### src/rtl/conv_relu_pool.sv
// rtl/conv_relu_pool.sv - ReLU, scaling, saturation and 2x2 max / top-left pooling stage
module conv_relu_pool #(
    parameter int IMG_W    = 26,
    parameter int IMG_H    = 26,
    parameter int NCH      = 3,
    parameter int IN_BITS  = 32,
    parameter int OUT_BITS = 12,
    parameter int SHIFT    = 4,
    localparam int HW      = IMG_W / 2,
    localparam int HH      = IMG_H / 2,
    localparam int CW      = (HW > 1) ? $clog2(HW) : 1,
    localparam int RW      = (HH > 1) ? $clog2(HH) : 1,
    localparam int XW      = $clog2(IMG_W),
    localparam int YW      = $clog2(IMG_H)
) (
    input  logic                     clk,
    input  logic                     rst_n,
    input  logic                     sync_clr,
    input  logic                     pool_mode,
    input  logic [NCH*IN_BITS-1:0]   in_data,
    input  logic                     in_valid,
    output logic [NCH*OUT_BITS-1:0]  out_data,
    output logic                     out_valid,
    output logic [CW-1:0]            out_col,
    output logic [RW-1:0]            out_row,
    output logic                     frame_done
);

    localparam logic signed [IN_BITS-1:0] SAT_MAX = IN_BITS'((1 << (OUT_BITS - 1)) - 1);

    // Negative and zero inputs clamp to 0; positives are scaled down then saturated.
    function automatic logic [OUT_BITS-1:0] relu_scale(input logic signed [IN_BITS-1:0] v);
        logic signed [IN_BITS-1:0] s;
        s = v >>> SHIFT;
        if (v[IN_BITS-1] || (v == '0)) return '0;
        else if (s > SAT_MAX)          return SAT_MAX[OUT_BITS-1:0];
        else                           return s[OUT_BITS-1:0];
    endfunction

    logic [XW-1:0]             x_q, x_d;
    logic [YW-1:0]             y_q, y_d;
    logic                      mode_q, mode_d;
    logic [NCH*OUT_BITS-1:0]   hold_q, hold_d;
    logic [NCH*OUT_BITS-1:0]   out_data_q, out_data_d;
    logic                      out_valid_q, out_valid_d;
    logic [CW-1:0]             out_col_q, out_col_d;
    logic [RW-1:0]             out_row_q, out_row_d;
    logic                      frame_done_q, frame_done_d;

    logic [NCH*OUT_BITS-1:0]   rowbuf [HW];
    logic [NCH*OUT_BITS-1:0]   act_w, hmax_w, pool_w, buf_rd, buf_wd;
    logic                      buf_we;
    logic [CW-1:0]             xh;
    logic [RW-1:0]             yh;
    logic                      x_last, y_last;

    assign xh     = CW'(x_q >> 1);
    assign yh     = RW'(y_q >> 1);
    assign x_last = (x_q == XW'(IMG_W - 1));
    assign y_last = (y_q == YW'(IMG_H - 1));
    assign buf_rd = rowbuf[xh];
    assign buf_wd = mode_q ? hold_q : hmax_w;

    // Activated values are non-negative, so unsigned compares give the signed max.
    for (genvar c = 0; c < NCH; c++) begin : g_ch
        logic [OUT_BITS-1:0] a, h, b, m;
        assign a = relu_scale(in_data[c*IN_BITS +: IN_BITS]);
        assign h = hold_q[c*OUT_BITS +: OUT_BITS];
        assign b = buf_rd[c*OUT_BITS +: OUT_BITS];
        assign m = (a > h) ? a : h;
        assign act_w[c*OUT_BITS +: OUT_BITS]  = a;
        assign hmax_w[c*OUT_BITS +: OUT_BITS] = m;
        assign pool_w[c*OUT_BITS +: OUT_BITS] = (b > m) ? b : m;
    end

    // Raster position, mode latch, horizontal hold and pooled output next-state.
    always_comb begin
        x_d          = x_q;
        y_d          = y_q;
        mode_d       = mode_q;
        hold_d       = hold_q;
        out_data_d   = out_data_q;
        out_col_d    = out_col_q;
        out_row_d    = out_row_q;
        out_valid_d  = 1'b0;
        frame_done_d = 1'b0;
        buf_we       = 1'b0;
        if (sync_clr) begin
            x_d = '0;
            y_d = '0;
        end else if (in_valid) begin
            x_d = x_last ? '0 : x_q + XW'(1);
            if (x_last) y_d = y_last ? '0 : y_q + YW'(1);
            if ((x_q == '0) && (y_q == '0)) mode_d = pool_mode;
            if (!x_q[0]) begin
                hold_d = act_w;
            end else if (!y_q[0]) begin
                buf_we = 1'b1;
            end else begin
                out_valid_d  = 1'b1;
                out_data_d   = mode_q ? buf_rd : pool_w;
                out_col_d    = xh;
                out_row_d    = yh;
                frame_done_d = (xh == CW'(HW - 1)) && (yh == RW'(HH - 1));
            end
        end
    end

    // Control and output registers; the hold register is reset only for tidiness.
    always_ff @(posedge clk or negedge rst_n) begin
        if (!rst_n) begin
            x_q          <= '0;
            y_q          <= '0;
            mode_q       <= 1'b0;
            hold_q       <= '0;
            out_data_q   <= '0;
            out_valid_q  <= 1'b0;
            out_col_q    <= '0;
            out_row_q    <= '0;
            frame_done_q <= 1'b0;
        end else begin
            x_q          <= x_d;
            y_q          <= y_d;
            mode_q       <= mode_d;
            hold_q       <= hold_d;
            out_data_q   <= out_data_d;
            out_valid_q  <= out_valid_d;
            out_col_q    <= out_col_d;
            out_row_q    <= out_row_d;
            frame_done_q <= frame_done_d;
        end
    end

    // Half-width row buffer; every entry is rewritten on the even row before it is read.
    always_ff @(posedge clk) begin
        if (buf_we) rowbuf[xh] <= buf_wd;
    end

    assign out_data   = out_data_q;
    assign out_valid  = out_valid_q;
    assign out_col    = out_col_q;
    assign out_row    = out_row_q;
    assign frame_done = frame_done_q;

endmodule

### config.mk
export PLATFORM = sky130hd
export DESIGN_NAME = conv_relu_pool
export DESIGN_NICKNAME = d
export VERILOG_FILES = /design/src/rtl/conv_relu_pool.sv
export SDC_FILE = /design/constraint.sdc
export NUM_CORES = 1
export LEC_CHECK = 0
export CAP_MARGIN = 20
export CORE_UTILIZATION = 60
export CTS_CLUSTER_DIAMETER = 30
export CTS_CLUSTER_SIZE = 16
export DETAILED_ROUTE_END_ITERATION = 16
export GPL_ROUTABILITY_DRIVEN = 0
export GPL_TIMING_DRIVEN = 1
export PLACE_DENSITY = 0.8
export SLEW_MARGIN = 20
export SYNTH_ARGS = -nofsm -noshare
export SYNTH_HDL_FRONTEND = slang
export SYNTH_SLANG_ARGS = --single-unit
### constraint.sdc
create_clock -name clk -period 5.17 [get_ports clk]
set_clock_uncertainty 0.05 [all_clocks]
set_input_delay 1.2925 -clock clk [delete_from_list [all_inputs] [get_ports clk]]
set_output_delay 1.2925 -clock clk [all_outputs]
set_load 0.05 [all_outputs]
==> reports/metrics.cfg <==
[worst_setup_path]
crit_chain=clkdlybuf4s15_1 -> nor4_2 -> nand4_1 -> buf_6 -> buf_6 -> nor2_4 -> nor2_4 -> ha_4 -> nor2b_4 -> o211ai_1 -> a211oi_2 -> o21ai_2 -> buf_6 -> mux2i_1 -> ha_1 -> nand4_1 -> a211o_1 -> a31oi_4 -> buf_6 -> buf_4 -> o211ai_1 -> o211ai_1
crit_path_max_fanout=8
worstPathArrival_ns=5.78
path_delay_family=compound AO/OA/AOI/OAI gates
worstSetupStartpointType=input pin
crit_top_cell=buf_6
path_buf_inv=6
slowest_delay_ns=0.40
critPathKind=in2reg
crit_slowest_cell=mux2i_1
cp.required_ns=5.60
end_kind=flop

[logic_synthesis]
synth_cell_types=54
synth_edf_count=468
synth_ff_type=edfxtp_1
synth-async-reset-ratio=0.1658
synth_top_family_by_area=multiplexers
yosys.area_share.simple=0.04476
yosys_register_bits=561
synthCells=1406
ys_seq_area_frac=0.6736
synth-xor-area-share=0.0007203
synth_compound_area_frac=0.04085
syn_area_um2=24320
yosys_warnings=0
synth_mux_area_frac=0.1765
yosys.area_share.adder=0.04013
synth.avg_cell_area_um2=17.30

[sta]
fin_crit_sh=1.034
finalMaxSlewViolations=0
setup_viol=24
hold_viol=0
setup_ws_ns=-0.1761
relSlewSlack=0.3573
tightest_slew_ns=0.9373
rsz0062_at_grt=yes
clock.fmax_mhz=187.1
fin_crit_ns=5.346
fin_hold_ws_ns=0.4263

[clocking]
root_buffer=clkbuf_16
cts_tree=done
hold_buffers=0
insertion_delay_ns=0.64
cts_buffers=97
cts_max_path_buffers=3
clk_pin_slew_ns=0.05
htree_levels=3
cts.sinks=561

[placement]
dpl-instance-area_um2=27380
port_buffers=134
place_ws_ns=-0.7359
dpl.hpwl_mm=35.28
dp.cells=2141

[die]
ios=147
dieArea_um2=41340
core-area_um2=39820
die_w_um=203.3
die_h_um=203.3
row_count=73
initial_core_util=0.6107

[job]
cap_violations=0

[grt]
globalRouteMet1Util=0.4494
top_usage_layer=met2
grt_use_met3=0.08501
grt_max_degree=64
first_global_vias=16830
grt_pass1_wl_mm=106.7
grtUsageTotal=0.3582
met2_usage=0.5778
antenna_found_initial=0
gr-total-overflow=0

[cells_and_area]
final_area_um2=31760
multi_input_area_um2=8263
fill_cells=1869
layout.cells.non_filler=2368
fin_util=0.7975
drive_above_1_share=0.3771
layout_common_cells=edfxtp_1 (468), buf_4 (156), mux4_2 (143)
antennaDiodeCount=0
area_growth_pct=30.59
nets=1940
sequential_cell_area_um2=16390
final_common_cell=edfxtp_1

[min_path]
hold_path_class=reg2reg

[power]
p_per_area_nw_per_um2=467.7
p_leak_uw=0.01130
peakVddDrop_v=0.0003485

[outcome]
status=finished, violations left
violations=setup timing

[routing]
drtAntennaViolNets=0
first_pass_iters=6
drt-total-wl_mm=76.87
vias=16480
dr.first_iter.drc_count=2177
wl_per_cell_um=32.46
drc=0
via_per_inst=6.959

cells in the mapped netlist, types with 16 or more instances:
library cell / number / area (um2)
a21oi_1: 37 / 185.2
buf_2: 19 / 95.09
clkbuf_1: 38 / 142.6
dfrtp_1: 93 / 2327
edfxtp_1: 468 / 14050
ha_1: 78 / 975.9
inv_1: 49 / 183.9
mux2_2: 55 / 619.3
mux2i_1: 35 / 350.3
mux4_2: 143 / 3221
nand2_1: 67 / 251.5
nand4_1: 17 / 106.4
nor2_1: 97 / 364.1
o211ai_1: 28 / 210.2
o21ai_0: 20 / 100.1
o21ai_1: 16 / 80.08
metal layers:
layer	routed length, um	share of wire
met5	0	0
met4	4631	0.060
met3	8933	0.12
met2	36980	0.48
met1	26320	0.34
report_power, final:
group | internal (uW) | switching [uW]
clock | 4050 | 2510
combinational | 1020 | 1620
sequential | 5410 | 241
path summary, 6_finish.rpt:
check | cells after the start | endpoint | from | slack (ns)
max | 22 | out_data[13]$_DFFE_PN0P_ | in_data[50] | -0.18
min | 2 | out_row[1]$_DFFE_PN0P_ | out_row[1]$_DFFE_PN0P_ | 0.43
max reg2reg | 11 | out_data[7]$_DFFE_PN0P_ | x_q[1]$_DFFE_PN0P_ | 0.55
min reg2reg | 2 | out_row[1]$_DFFE_PN0P_ | out_row[1]$_DFFE_PN0P_ | 0.43
max in group asynchronous | 2 | hold_q[1]$_DFFE_PN0P_ | rst_n | 3.27
min in group asynchronous | 1 | hold_q[34]$_DFFE_PN0P_ | rst_n | 0.74
through the flow:
step | setup TNS [ns] | power [uW]
5_1_grt | -6.270 | 15160
3_3_place_gp | -17.04 | 7766
4_1_cts | 0 | 14420
2_1_floorplan | 0 | 6981
6_report | -2.126 | 14850
3_5_place_dp | -35.30 | 7867
worst min-delay path: stages (launching register included):
cell     delay, ns
dfrtp_1       0.33
nand2_1       0.05
o21ai_0       0.06
what timing repair did:
item,in CTS,in global routing
endpoints found under the setup margin,24,36
buffers inserted,22,16
endpoints found under the hold margin,0,0
pin swaps,28,65
cloned,4,4
gates resized for setup,73,152
state kept, by name (all words and copies together) (netlist names):
signal	count
out_row	4
mode_q	1
out_data	36
frame_done	1
out_col	4
out_valid	1
x_q	5
hold_q	36
y_q	5
rowbuf	468
kinds of logic after synthesis:
kind of cell,count (synthesis)
buffers and inverters,129
adders and majority gates,78
muxes,242
and+or+nand+nor,243
other,1
xor gates and xnor gates,2
DFF,561
AOI/OAI and AO/OA,150
final cells by class:
class | count | area share
clock buffer | 111 | 0.08108
multi-input combinational | 720 | 0.2602
timing repair buffer | 321 | 0.09132
tap | 525 | 0.02068
sequential | 561 | 0.5161
clock inverter | 70 | 0.02356
inverter | 60 | 0.007091
(Power assumes the default switching activity.)
